[src/rtl/instr_encode_if.sv]
// Field-input / encoded-word-output bus of the RV32I instruction encoder.
// The slave modport is the encoder's view; master is the producer/consumer side.
interface instr_encode_if #(
  parameter int unsigned ADDR_W = 32,
  parameter int unsigned CNT_W  = 16
);
  logic              in_valid_i;
  logic              in_ready_o;
  logic [6:0]        op_i;
  logic [4:0]        rd_i;
  logic [4:0]        rs1_i;
  logic [4:0]        rs2_i;
  logic [2:0]        funct3_i;
  logic [6:0]        funct7_i;
  logic [31:0]       imm_i;
  logic              out_valid_o;
  logic              out_ready_i;
  logic [31:0]       instr_o;
  logic [ADDR_W-1:0] addr_o;
  logic              illegal_o;
  logic [CNT_W-1:0]  count_o;

  modport slave (
    input  in_valid_i, op_i, rd_i, rs1_i, rs2_i, funct3_i, funct7_i, imm_i,
    input  out_ready_i,
    output in_ready_o, out_valid_o, instr_o, addr_o, illegal_o, count_o
  );

  modport master (
    output in_valid_i, op_i, rd_i, rs1_i, rs2_i, funct3_i, funct7_i, imm_i,
    output out_ready_i,
    input  in_ready_o, out_valid_o, instr_o, addr_o, illegal_o, count_o
  );
endinterface

[src/rtl/instr_encode.sv]
// Assembles RV32I instruction words from discrete fields and emits them through a
// one-deep valid/ready register, tagging each word with a sequential imem address.
module instr_encode #(
  parameter int unsigned       ADDR_W    = 32,
  parameter logic [ADDR_W-1:0] BASE_ADDR = '0,
  parameter int unsigned       CNT_W     = 16
) (
  input logic          clk_i,
  input logic          rst_i,
  instr_encode_if.slave bus
);

  localparam logic [6:0] OP_R      = 7'b0110011;
  localparam logic [6:0] OP_IMM    = 7'b0010011;
  localparam logic [6:0] OP_LOAD   = 7'b0000011;
  localparam logic [6:0] OP_JALR   = 7'b1100111;
  localparam logic [6:0] OP_SYSTEM = 7'b1110011;
  localparam logic [6:0] OP_STORE  = 7'b0100011;
  localparam logic [6:0] OP_BRANCH = 7'b1100011;
  localparam logic [6:0] OP_LUI    = 7'b0110111;
  localparam logic [6:0] OP_AUIPC  = 7'b0010111;
  localparam logic [6:0] OP_JAL    = 7'b1101111;

  localparam logic [31:0]      NOP_INSTR = 32'h0000_0013;
  localparam logic [CNT_W-1:0] CNT_MAX   = '1;
  localparam logic [ADDR_W-1:0] ADDR_STEP = ADDR_W'(4);

  logic              out_valid_q;
  logic [31:0]       instr_q;
  logic [ADDR_W-1:0] addr_q;
  logic              illegal_q;
  logic [ADDR_W-1:0] next_addr_q;
  logic [CNT_W-1:0]  count_q;

  logic [31:0] enc_instr;
  logic        enc_illegal;
  logic [31:0] imm;
  logic        in_ready;
  logic        in_accept;
  logic        out_accept;

  assign imm        = bus.imm_i;
  assign in_ready   = !out_valid_q || bus.out_ready_i;
  assign in_accept  = bus.in_valid_i && in_ready;
  assign out_accept = out_valid_q && bus.out_ready_i;

  // Format selection by opcode; unsupported opcodes become a flagged NOP.
  always_comb begin
    enc_instr   = NOP_INSTR;
    enc_illegal = 1'b0;
    case (bus.op_i)
      OP_R: begin
        enc_instr = {bus.funct7_i, bus.rs2_i, bus.rs1_i, bus.funct3_i, bus.rd_i, bus.op_i};
      end
      OP_IMM: begin
        // Shift-immediates carry funct7 in the upper bits and a 5-bit shamt.
        if (bus.funct3_i == 3'b001 || bus.funct3_i == 3'b101) begin
          enc_instr = {bus.funct7_i, imm[4:0], bus.rs1_i, bus.funct3_i, bus.rd_i, bus.op_i};
        end else begin
          enc_instr = {imm[11:0], bus.rs1_i, bus.funct3_i, bus.rd_i, bus.op_i};
        end
      end
      OP_LOAD, OP_JALR, OP_SYSTEM: begin
        enc_instr = {imm[11:0], bus.rs1_i, bus.funct3_i, bus.rd_i, bus.op_i};
      end
      OP_STORE: begin
        enc_instr = {imm[11:5], bus.rs2_i, bus.rs1_i, bus.funct3_i, imm[4:0], bus.op_i};
      end
      OP_BRANCH: begin
        enc_instr = {imm[12], imm[10:5], bus.rs2_i, bus.rs1_i, bus.funct3_i,
                     imm[4:1], imm[11], bus.op_i};
      end
      OP_LUI, OP_AUIPC: begin
        enc_instr = {imm[31:12], bus.rd_i, bus.op_i};
      end
      OP_JAL: begin
        enc_instr = {imm[20], imm[10:1], imm[11], imm[19:12], bus.rd_i, bus.op_i};
      end
      default: begin
        enc_instr   = NOP_INSTR;
        enc_illegal = 1'b1;
      end
    endcase
  end

  // Output register: loads on input accept, drains on output accept, otherwise holds.
  always_ff @(posedge clk_i or posedge rst_i) begin
    if (rst_i) begin
      out_valid_q <= 1'b0;
      instr_q     <= '0;
      addr_q      <= BASE_ADDR;
      illegal_q   <= 1'b0;
      next_addr_q <= BASE_ADDR;
    end else begin
      if (in_accept) begin
        out_valid_q <= 1'b1;
        instr_q     <= enc_instr;
        addr_q      <= next_addr_q;
        illegal_q   <= enc_illegal;
        next_addr_q <= next_addr_q + ADDR_STEP;
      end else if (out_accept) begin
        out_valid_q <= 1'b0;
      end
    end
  end

  // Saturating count of words taken by the consumer.
  always_ff @(posedge clk_i or posedge rst_i) begin
    if (rst_i) begin
      count_q <= '0;
    end else if (out_accept && count_q != CNT_MAX) begin
      count_q <= count_q + CNT_W'(1);
    end
  end

  assign bus.in_ready_o  = in_ready;
  assign bus.out_valid_o = out_valid_q;
  assign bus.instr_o     = instr_q;
  assign bus.addr_o      = addr_q;
  assign bus.illegal_o   = illegal_q;
  assign bus.count_o     = count_q;

endmodule

[src/flat_wrapper.sv]
// flat-port wrapper written by rule: the top's interface ports become plain ports
module instr_encode_flat 
#(
  parameter int unsigned       ADDR_W    = 32,
  parameter logic [ADDR_W-1:0] BASE_ADDR = '0,
  parameter int unsigned       CNT_W     = 16
)
  (clk_i, rst_i, bus_in_valid_i, bus_op_i, bus_rd_i, bus_rs1_i, bus_rs2_i, bus_funct3_i, bus_funct7_i, bus_imm_i, bus_out_ready_i, bus_in_ready_o, bus_out_valid_o, bus_instr_o, bus_addr_o, bus_illegal_o, bus_count_o);
  instr_encode_if #(.ADDR_W(ADDR_W), .CNT_W(CNT_W)) bus_i ();
  input logic clk_i;
  input logic rst_i;
  input wire logic [$bits(bus_i.in_valid_i)-1:0] bus_in_valid_i;
  input wire logic [$bits(bus_i.op_i)-1:0] bus_op_i;
  input wire logic [$bits(bus_i.rd_i)-1:0] bus_rd_i;
  input wire logic [$bits(bus_i.rs1_i)-1:0] bus_rs1_i;
  input wire logic [$bits(bus_i.rs2_i)-1:0] bus_rs2_i;
  input wire logic [$bits(bus_i.funct3_i)-1:0] bus_funct3_i;
  input wire logic [$bits(bus_i.funct7_i)-1:0] bus_funct7_i;
  input wire logic [$bits(bus_i.imm_i)-1:0] bus_imm_i;
  input wire logic [$bits(bus_i.out_ready_i)-1:0] bus_out_ready_i;
  output wire logic [$bits(bus_i.in_ready_o)-1:0] bus_in_ready_o;
  output wire logic [$bits(bus_i.out_valid_o)-1:0] bus_out_valid_o;
  output wire logic [$bits(bus_i.instr_o)-1:0] bus_instr_o;
  output wire logic [$bits(bus_i.addr_o)-1:0] bus_addr_o;
  output wire logic [$bits(bus_i.illegal_o)-1:0] bus_illegal_o;
  output wire logic [$bits(bus_i.count_o)-1:0] bus_count_o;
  assign bus_i.in_valid_i = bus_in_valid_i;
  assign bus_i.op_i = bus_op_i;
  assign bus_i.rd_i = bus_rd_i;
  assign bus_i.rs1_i = bus_rs1_i;
  assign bus_i.rs2_i = bus_rs2_i;
  assign bus_i.funct3_i = bus_funct3_i;
  assign bus_i.funct7_i = bus_funct7_i;
  assign bus_i.imm_i = bus_imm_i;
  assign bus_i.out_ready_i = bus_out_ready_i;
  assign bus_in_ready_o = bus_i.in_ready_o;
  assign bus_out_valid_o = bus_i.out_valid_o;
  assign bus_instr_o = bus_i.instr_o;
  assign bus_addr_o = bus_i.addr_o;
  assign bus_illegal_o = bus_i.illegal_o;
  assign bus_count_o = bus_i.count_o;
  instr_encode #(.ADDR_W(ADDR_W), .BASE_ADDR(BASE_ADDR), .CNT_W(CNT_W)) u_core (.clk_i(clk_i), .rst_i(rst_i), .bus(bus_i));
endmodule
[config.mk]
export PLATFORM = sky130hd
export DESIGN_NAME = instr_encode_flat
export DESIGN_NICKNAME = d
export VERILOG_FILES = /design/src/rtl/instr_encode_if.sv /design/src/rtl/instr_encode.sv /design/src/flat_wrapper.sv
export SDC_FILE = /design/constraint.sdc
export NUM_CORES = 1
export LEC_CHECK = 0
export CORE_UTILIZATION = 40
export CTS_CLUSTER_DIAMETER = 40
export CTS_CLUSTER_SIZE = 8
export DETAILED_ROUTE_END_ITERATION = 16
export GPL_TIMING_DRIVEN = 0
export PLACE_DENSITY = 0.73
export SETUP_SLACK_MARGIN = 0.4
export SLEW_MARGIN = 40
export SYNTH_ARGS = -nofsm -noshare
export SYNTH_HDL_FRONTEND = slang
export SYNTH_SLANG_ARGS = --single-unit
export TNS_END_PERCENT = 20
[constraint.sdc]
create_clock -name clk_i -period 6.3 [get_ports clk_i]
set_input_delay 1.26 -clock clk_i [delete_from_list [all_inputs] [get_ports clk_i]]
set_output_delay 1.26 -clock clk_i [all_outputs]
set_load 0.01 [all_outputs]
; Yosys cells after proc, flatten, opt, wreduce, memory -nomap -nowiden
; Index checks and enable logic that the tools add are counted.
; W data, S select, Z words.
[classes]
n_eq_ne = 13
reduce_logical = 10
n_mux = 5
shifts = 0
bitwise_logic = 0
order_cmp = 0
addsub = 2
div_mod_pow = 0
mul = 0
[ops]
columns = op, n
row1 = $pmux W32 S7, 1
row2 = $add A32 B3 Y32 const B, 1
row3 = $mux W32, 1
row4 = $eq A7 B7 Y1 const B, 4
row5 = $eq A7 B6 Y1 const B, 3
row6 = $add A16 B1 Y16 const B, 1
row7 = $ne A16 B16 Y1 const B, 1
row8 = $eq A7 B5 Y1 const B, 2
row9 = $reduce_or A10 Y1, 1
row10 = $eq A7 B2 Y1 const B, 1
row11 = $eq A3 B1 Y1 const B, 1
row12 = $eq A3 B3 Y1 const B, 1
row13 = $logic_and A1 B1 Y1, 3
row14 = $mux W1, 3
row15 = $reduce_or A3 Y1, 1
row16 = $logic_or A1 B1 Y1, 2
row17 = $reduce_bool A2 Y1, 1
row18 = $reduce_or A2 Y1, 1
row19 = $logic_not A1 Y1, 1
[totals]
ram_bits = 0
regBits = 114
memories = 0
output_inout_bits = 83
rom_bits = 0
word_cells = 36
latch_bits = 0
inputBits = 68

; Depth between registers and ports, before layout
; Gate-level depths: netlist (run 1).
[logic_depth]
depth_word = 4
depth_mapped = 7
depth_no_buf = 6

; Worst setup path before layout (run 1)
; OpenSTA, ideal clock, no wires.
[synth_timing]
path_kind = input-to-output
startpoint = input bus_out_ready_i
endpoint = output bus_in_ready_o
slack_ps = 3451
required_ps = 5040
path_buffers = 0
cell_stages = 2
arrival_time_ps = 1589
path_cell_list = nor2b_4 clkinv_2
[synth_between]
elab_chain_len = 1
[synth_lines]
columns = element, line_no
row1 = "start, declared", flat_wrapper.sv:20  ; input wire logic [$bits(bus_i.out_ready_i)-1:0] bus_out_ready_i;
row2 = $logic_or A1 B1 Y1, instr_encode.sv:43  ; assign in_ready = !out_valid_q || bus.out_ready_i;
row3 = "end, declared", flat_wrapper.sv:21  ; output wire logic [$bits(bus_i.in_ready_o)-1:0] bus_in_ready_o;
; No other way between the ends.

; Worst setup path in the final report (run 1)
; Ends and elaborated chain as after synthesis.

==> results.md, run 1 <==
* Initial antenna violation count at 0
* Simple-gate portion of the synthesized area at 0.215
* HP Start: u_core.bus.instr_o[1]
* Reg-to-reg startpoint: u_core.bus.out_valid_o
* Final Max Slew Viols at 0
* CP required at around 5 ns
* Hold crit path type: reg -> reg
* # setup viols final at 0
* Nets at between 700 and 800
* CTS root buf: clkbuf_16
* Clock Pin Slew Worst Setup and Hold Paths at 0.07 ns
* Largest net degree at the start of global routing at 63
* Critical path data arrival time at about 2.7 ns
* Crit start category: primary input
* I/O pin count at about 150
* Antenna viol nets, final at 0
* Crit path kind: in -> out
* Reg2Reg Depth at 6
* RSZ-0062 raised after global routing: false
* Final Skew at between 0.009 and 0.01 ns
* Cell Area, Synth at about 5100 um2
* Most common cell after layout, fill and taps aside: clkdlybuf4s50_1
* Maximum vdd drop at roughly 150 uV
* FF-to-FF setup slack at 4.30 ns
* Initial cell density of the core at 0.416
* Post-CTS Resized at 0
* Congestion Overflow GR at 0
* Global-route usage over all layers at 0.209
* EDFF count, synth at 0
* # rows at 40
* Port buffer count at between 100 and 150
* Slew of the pin with the lowest slew margin at between 0.6 and 0.7 ns
* Placed cell areas at about 6800 um2
* Setup repair bufs after CTS at 0
* Area growth, synth to finish at 41.2%
* Setup TNS at 0 ns
* Yosys cell types at 53
* Post-synthesis sequential area ratio at 0.544
* First-pass GRT wire length at about 21000 um
* Hold path depth at 1
* Fmax at 251 MHz
* Vias in the first global route at ~4400
* Pre-antenna DRT Iters at 4
* CTS Hold Bufs at 0
* Leak at around 3.3 nW
* Largest family of logic cells by synthesized area: simple AND/OR/NAND/NOR gates
* CTS Buf Count at 9
* CTS sink cnt at 110
* Routed wire length at ~13000 um
* Die area at around 13000 um2
* Hold Violations, Final at 0
* CTS tree: yes
* Ys flop type: dfrtp_1
* Minimum clock period at about 4.0 ns
* Proportion of synthesized area in mux cells at 0.0161
* Gate count after technology mapping at between 400 and 500
* Max cap viols at 0
* Share of cells above drive strength 1 at 0.0797
* Warnings, synthesis at 0
* Pwr Density at roughly 250 nW/um2
* Slew HR at 0.545
* Die Span Y at approximately 110 um
* Via count at ~4300
* Worst-path maximum fanout at 5
* H-tree Lvls at 3
* Post-Synth XOR/XNOR Area at 0.0745
* Hpwl dp at 9740 um
* Area share of fa/ha/maj cells after synthesis at 0.00495
* Antenna fix cells at 0
* CP endpoint kind: primary output
* Die Wd at about 110 um
* Wirelength per Cell at ~16 um
* Clk Latency, worst-skew pair at approximately 0.35 ns
* Most frequent cells in the layout: clkdlybuf4s50_1, nand2_1, dfrtp_1
* Hold endpoint: u_core.bus.instr_o[1]
* Fin crit share at 0.633
* Final instance area at a little over 7000 um2
* Reg-to-reg endpoint: u_core.bus.instr_o[16]
* Status: finished, final reports clean
* Compound-Gate Fraction of Synth Area at 0.117
* Routed vias/inst at between 5 and 6
* Core ar. at about 12000 um2
* Number of remaining DRC errors at 0
* #FFs+latches synth at 110
* Syn_area_per_cell at 10.1 um2
* Placer Congestion at approximately 0.86
* Clock Path Buffers at 2
* Ys async rst share at 1.00
* Initial drt markers at between 200 and 300
[area by class of cell]
class                   count  area [um2]
repair buffers            149        1510
well taps                 168         210
inverters                   7        35.0
fillers                  1028        5020
flip-flops and latches    110        2750
multi-input cells         360        2170
clock buffers               9         225
plain buffers              23         111
clock inverters             7         128
[routing by layer]
| layer | vias to the layer above | part of all wire | track usage |
|---|---|---|---|
| met3 | 11 | 0.088 | 0.0630 |
| met5 | - | 0 | 0 |
| met4 | 0 | 0.013 | 0.0667 |
| met2 | 191 | 0.46 | 0.343 |
| li1 | 2042 | - | - |
| met1 | 2091 | 0.44 | 0.267 |
[synth_stat cells (2+ instances only)]
cell | n | share of area
or2_2 | 2 | 0.0025
and4_1 | 8 | 0.014
nor3_2 | 2 | 0.0040
dfrtp_1 | 110 | 0.54
and2_1 | 5 | 0.0062
nand2b_1 | 4 | 0.0049
clkbuf_1 | 7 | 0.0052
nand3_1 | 13 | 0.013
a22oi_1 | 4 | 0.0059
nor2_2 | 2 | 0.0025
nand2_1 | 132 | 0.098
inv_1 | 6 | 0.0045
a221o_2 | 5 | 0.011
nor2_1 | 23 | 0.017
ha_1 | 2 | 0.0049
a221o_1 | 2 | 0.0040
a32o_1 | 2 | 0.0040
a21oi_1 | 7 | 0.0069
mux2i_1 | 7 | 0.014
nand4_1 | 12 | 0.015
a22o_1 | 11 | 0.019
o21ai_0 | 10 | 0.0099
xor2_1 | 16 | 0.028
and3_1 | 11 | 0.014
a21o_1 | 11 | 0.016
a222oi_1 | 5 | 0.0099
a32oi_1 | 2 | 0.0035
and3b_1 | 2 | 0.0035
buf_4 | 2 | 0.0030
o21a_1 | 5 | 0.0074
a31oi_1 | 4 | 0.0049
buf_2 | 14 | 0.014
xnor2_1 | 27 | 0.047
nor3_1 | 5 | 0.0049
[stage by stage]
step,instances,hold slack (ns),power [mW],utilization,setup WS (ns)
detailed placement,817,0.451,1.15,0.558,2.30
global route,833,0.485,1.88,0.587,2.24
global placement,816,0.452,1.13,0.555,0.570
floorplan,500,0.445,0.971,-,2.14
CTS,833,0.473,1.81,0.587,2.29
finish,833,0.468,1.80,0.587,2.31
[cells by family (layout without fill, tap and decap cells)]
family,after synthesis,count (layout)
xor gates and xnor gates,43,43
buffers and inverters,30,195
muxes,8,8
DFF,110,110
and+or+nand+nor,229,229
AOI/OAI and AO/OA,76,76
other,1,2
adders and majority gates,2,2
[worst max-delay path, cell delays in order]
cell and delay [ns]:
clkdlybuf4s50_1 0.51, nor2b_4 0.28, clkinv_2 0.15, clkdlybuf4s50_1 0.53
[where the power goes]
| part | switching [mW] | internal, mW | total, mW |
|---|---|---|---|
| clock | 0.272 | 0.395 | 0.667 |
| combinational | 0.139 | 0.164 | 0.303 |
| sequential | 0.0635 | 0.765 | 0.828 |
| total | 0.474 | 1.32 | 1.80 |
[how the worst max path moves through the flow]
stage	start	to
detailed placement	bus_out_ready_i	bus_in_ready_o
floorplan	rst_i	u_core.bus.addr_o[10]
CTS	bus_out_ready_i	bus_in_ready_o
global route	bus_out_ready_i	bus_in_ready_o
global placement	rst_i	u_core.bus.instr_o[27]
finish	bus_out_ready_i	bus_in_ready_o
[sequential cells by signal (all words and copies together) (netlist names)]
name,flops
u_core.bus.out_valid_o,1
u_core.next_addr_q,30
u_core.bus.illegal_o,1
u_core.bus.count_o,16
u_core.bus.instr_o,32
u_core.bus.addr_o,30
Note: power is estimated with default switching activity, not from simulation.
==> inputs of run 2 (changes only) <==
==> constraint.sdc (replaced) <==
create_clock -name clk_i -period 3.8 [get_ports clk_i]
set_input_delay 0.76 -clock clk_i [delete_from_list [all_inputs] [get_ports clk_i]]
set_output_delay 0.76 -clock clk_i [all_outputs]
set_load 0.01 [all_outputs]
==> run 2 against run 1 <==
Against the previous run:
- global-route usage increased by 0.94 points
- clock skew decreased by 0.0049 ns
- largest power group unchanged
- largest cell class unchanged
- final area increased by 0.42%
- sequential share of layout area decreased by 0.16 points
- via count increased by 0.44%
- sequential cell count unchanged
- first-iteration DRC count decreased by 30%
- clock power increased by 41%
- sequential power increased by 67%
- combinational power increased by 68%
- die area unchanged
- critical path depth unchanged
==> results.md, run 2 (same netlist as run 1, synthesis figures left out) <==
* Hold crit path type: reg -> reg
* Final Max Slew Viols at 0
* Share of cells above drive strength 1 at 0.0808
* Wirelength per Cell at about 16 um
* Most common cell after layout, fill and taps aside: clkdlybuf4s50_1
* Slew of the pin with the lowest slew margin at 0.717 ns
* Vias in the first global route at between 4000 and 5000
* Largest net degree at the start of global routing at 26
* Max cap viols at 0
* Antenna viol nets, final at 0
* Met2 wire length at 6400 um
* I/O pin count at between 150 and 200
* CP Launch Point: bus_out_ready_i
* Initial antenna violation count at 0
* Routed wire length at approximately 14000 um
* Worst-path maximum fanout at 5
* Global-route usage over all layers at 0.219
* Routed vias/inst at 5.21
* Clk Latency, worst-skew pair at around 0.34 ns
* DRT met1 WL at around 5700 um
* Die Span Y at roughly 110 um
* Die Wd at 114 um
* Highest metal used: met4
* Fillers at 1043
* Minimum clock period at about 3 ns
* Core Util, Final at 0.590
* HP Start: u_core.bus.addr_o[30]
* Die area at approximately 13000 um2
* Number of remaining DRC errors at 0
* Slew HR at 0.518
* Post-CTS Resized at 0
* Core ar. at 12200 um2
* CP required at 3.04 ns
* # rows at 40
* CTS root buf: clkbuf_16
* Initial cell density of the core at 0.416
* H-tree Lvls at 3
* CTS Buf Count at 9
* Initial drt markers at approximately 210
* Via count at about 4400
* Placer Congestion at approximately 0.86
* RSZ-0062 raised after global routing: false
* Pre-antenna DRT Iters at 5
* Nets at about 730
* Hpwl dp at slightly above 10000 um
* Clock Path Buffers at 2
* First-pass GRT wire length at 22000 um
* Fin crit share at 0.786
* Antenna fix cells at 0
* Largest register FFs at 32
* Critical path data arrival time at 2.23 ns
* Leak at ~3.3 nW
* Final Skew at roughly 0.0045 ns
* Finished Layout Cells at 836
* Status: finished, final reports clean
* Placed Cells at approximately 800
* Port buffer count at between 100 and 150
* Crit start category: primary input
* Crit path kind: in -> out
* CTS Hold Bufs at 0
* Hold Violations, Final at 0
* Maximum vdd drop at 243 uV
* Congestion Overflow GR at 0
* Setup TNS at 0 ns
* Setup repair bufs after CTS at 0
* CTS tree: yes
* Most frequent cells in the layout: clkdlybuf4s50_1, nand2_1, dfrtp_1
* Fmax at 335 MHz
* CP endpoint kind: primary output
* Reg-to-reg startpoint: u_core.bus.out_valid_o
* # setup viols final at 0
* Area growth, synth to finish at 41.8%
* Pwr Density at just under 400 nW/um2
* Clock Pin Slew Worst Setup and Hold Paths at 0.07 ns
* Met3 WL at 1290 um
* CTS sink cnt at between 100 and 150
## run 2: cell types whose count changed in the layout (fill, tap and decap cells not counted), sizes merged
| cell | change |
|---|---|
| buf | +4 |
| clkinv | -1 |
| bufinv | -2 |
| clkinvlp | +3 |
| clkbuf | +3 |
| inv | -4 |
## run 2: worst paths after layout
path,cells after the start,to,slack (ns)
worst max-delay path,4,bus_in_ready_o,0.81
worst min-delay path,2,u_core.bus.addr_o[30],0.48
worst max register to register,6,u_core.bus.instr_o[14],1.80
worst min register to register,2,u_core.bus.addr_o[30],0.48
max in group asynchronous,5,u_core.bus.addr_o[16],2.45
min in group asynchronous,2,u_core.bus.addr_o[24],0.65
## run 2: layout make-up
type / instances / area, um2 / share of cell area
Buffer: 23 / 111 / 0.0155
Clock buffer: 12 / 246 / 0.0344
Inverter: 7 / 31.3 / 0.00436
Multi-Input combinational cell: 360 / 2170 / 0.302
Timing Repair Buffer: 153 / 1600 / 0.224
Clock inverter: 3 / 45.0 / 0.00628
Sequential cell: 110 / 2750 / 0.384
Tap cell: 168 / 210 / 0.0293
## run 2: routing by layer
layer  global-route usage  up-vias
li1                     -     2054
met1                0.280     2101
met2                0.357      192
met3               0.0789        7
met4               0.0485        0
met5                    0        -
## run 2: metrics by stage
stage / hold slack, ns / instance area, um2 / setup WS, ns / total power [mW]
finish: 0.476 / 7170 / 0.812 / 2.83
global route: 0.482 / 7170 / 0.737 / 2.97
CTS: 0.474 / 7170 / 0.786 / 2.86
detailed placement: 0.457 / 6880 / 0.801 / 1.92
global placement: 0.450 / 6760 / 0.661 / 1.88
floorplan: 0.445 / 5060 / 1.71 / 1.61
## run 2: worst max-delay path: stages
cell and delay (ns):
clkdlybuf4s50_1 0.50, nor2b_4 0.28, clkinv_2 0.17, clkdlybuf4s50_1 0.52
## run 2: report_power, final
part	internal [mW]	leakage [nW]	total (mW)	switching, mW
clock network	0.527	0.135	0.942	0.416
logic	0.281	1.72	0.510	0.228
registers	1.27	1.48	1.38	0.112
total	2.08	3.33	2.83	0.756
==> inputs of run 3 (changes only) <==
==> constraint.sdc (replaced) <==
create_clock -name clk_i -period 2.9 [get_ports clk_i]
set_input_delay 0.58 -clock clk_i [delete_from_list [all_inputs] [get_ports clk_i]]
set_output_delay 0.58 -clock clk_i [all_outputs]
set_load 0.01 [all_outputs]
==> run 3 against run 2 <==
Against the previous run:
- via count is the same
- total power grew 31%
- critical path depth grew 4
- worst setup slack lost 0.34 ns
- sequential cell count is the same
- hold slack lost 0.0046 ns
- combinational power grew 31%
- final area is essentially flat
- clock power grew 31%
- register-to-register slack lost 1.0 ns
- core utilization grew 0.052 points
- routed wire length grew 0.42%
==> results.md, run 3 (same netlist as run 1, synthesis figures left out) <==
* Status: finished, final reports clean
* Leak at roughly 3.3 nW
* H-tree Lvls at 3
* CP bufs+invs at 3
* Pre-antenna DRT Iters at 5
* Critical path data arrival time at roughly 2.7 ns
* Most frequent cells in the layout: clkdlybuf4s50_1, nand2_1, dfrtp_1
* CP endpoint kind: register
* Core ar. at between 10000 and 15000 um2
* Largest register FFs at 32
* Initial antenna violation count at 0
* Pre-CTS setup slack at around 0.18 ns
* CTS tree: yes
* Clock Pin Slew Worst Setup and Hold Paths at roughly 0.07 ns
* Pwr Density at about 520 nW/um2
* # setup viols final at 0
* Hpwl dp at 10300 um
* Routed wire length at around 14000 um
* Area growth, synth to finish at 41.9%
* CP required at between 3 and 4 ns
* Placer Congestion at 0.864
* Slew HR at 0.527
* RSZ-0062 raised after global routing: false
* Port buffer count at ~150
* Initial drt markers at between 200 and 300
* Maximum vdd drop at about 320 uV
* Vias in the first global route at 4400
* Critical path's largest stage delay at around 0.57 ns
* Die Span Y at around 110 um
* Final Skew at 0.00457 ns
* CTS Buf Count at 9
* Share of cells above drive strength 1 at 0.0822
* Most common cell after layout, fill and taps aside: clkdlybuf4s50_1
* Clock Path Buffers at 2
* CTS sink cnt at 110
* CTS root buf: clkbuf_16
* Crit path cell chain: clkdlybuf4s50_1, nor2b_4, buf_4, nor2_2, and3_1, clkbuf_1, a22o_1, a21o_1
* CTS Hold Bufs at 0
* Hold crit path type: in -> async
* Reg-to-reg startpoint: u_core.bus.out_valid_o
* Reg2Reg Depth at 7
* I/O pin count at roughly 150
* Antenna fix cells at 0
* Max cap viols at 0
* FF-to-FF setup slack at slightly below 0.8 ns
* Congestion Overflow GR at 0
* Die Wd at ~110 um
* Largest net degree at the start of global routing at 26
* Via count at 4354
* Setup TNS at 0 ns
* Nets at around 740
* Die area at between 10000 and 15000 um2
* Final instance area at a little over 7000 um2
* Initial cell density of the core at 0.416
* Top delay family on crit path: buffers and inverters
* Worst-path maximum fanout at 10
* Number of remaining DRC errors at 0
* Slowest-stage cell, CP: clkdlybuf4s50_1
* # rows at 40
* Placed cell areas at slightly below 7000 um2
* Reg-to-reg endpoint: u_core.bus.instr_o[14]
* Hold Violations, Final at 0
* Crit start category: primary input
* Antenna viol nets, final at 0
* Crit path kind: in -> reg
* Wirelength per Cell at between 15 and 20 um
* Slew of the pin with the lowest slew margin at 0.703 ns
* Fin worst setup slack at roughly 0.48 ns
* Clk Latency, worst-skew pair at about 0.34 ns
* First-pass GRT wire length at between 20000 and 25000 um
* Fin crit share at 0.836
* Overall power at about 3.7 mW
* Fmax at a little over 400 MHz
* Global-route usage over all layers at 0.219
* Minimum clock period at 2.42 ns
* Routed vias/inst at between 5 and 6
* Final Max Slew Viols at 0
## run 3: report_power, final
group | total [mW] | leakage (nW) | switching, mW | internal (mW)
combinational | 0.669 | 1.72 | 0.300 | 0.369
clock | 1.23 | 0.135 | 0.542 | 0.690
sequential | 1.81 | 1.48 | 0.146 | 1.66
## run 3: area by class of cell
cell class	count	area, um2
timing repair buffer	154	1610
clock buffer	12	246
buffer	23	111
tap	168	210
fill	1043	4990
sequential	110	2750
clock inverter	3	45.0
inverter	7	31.3
multi-input combinational	360	2170
## run 3: worst register-to-register path, cell delays in order (launching register included)
cell and delay [ns]:
dfrtp_1 0.43, nor2b_4 0.16, buf_4 0.17, nor2_2 0.43
and3_1 0.24, clkbuf_1 0.36, a22o_1 0.20, a21o_1 0.09
## run 3: worst max path at each step
stage | start | end | slack, ns | depth (start not counted)
detailed placement | bus_in_valid_i | u_core.bus.instr_o[17] | 0.18 | 7
floorplan | rst_i | u_core.bus.addr_o[10] | 0.99 | 1
finish | bus_out_ready_i | u_core.bus.instr_o[14] | 0.48 | 8
global route | bus_op_i[2] | u_core.bus.instr_o[14] | 0.42 | 7
CTS | bus_out_ready_i | u_core.bus.instr_o[17] | 0.49 | 8
global placement | rst_i | u_core.bus.addr_o[13] | -0.06 | 2
## run 3: routing by layer
metal | GRT usage | up-vias | share of wire
li1 | - | 2053 | -
met1 | 0.280 | 2096 | 0.42
met2 | 0.357 | 196 | 0.48
met3 | 0.0789 | 9 | 0.095
met4 | 0.0485 | 0 | 0.0074
met5 | 0 | - | 0
## run 3: metrics by stage
step                hold slack [ns]  utilization  cells
floorplan                     0.445            -    500
global placement              0.450        0.555    816
detailed placement            0.457        0.566    821
CTS                           0.469        0.590    837
global route                  0.473        0.590    837
finish                        0.471        0.590    837
## run 3: timing repair
item,CTS,global route
setup endpoints to repair,1,0
buffers inserted,1,0
resized for setup,1,0
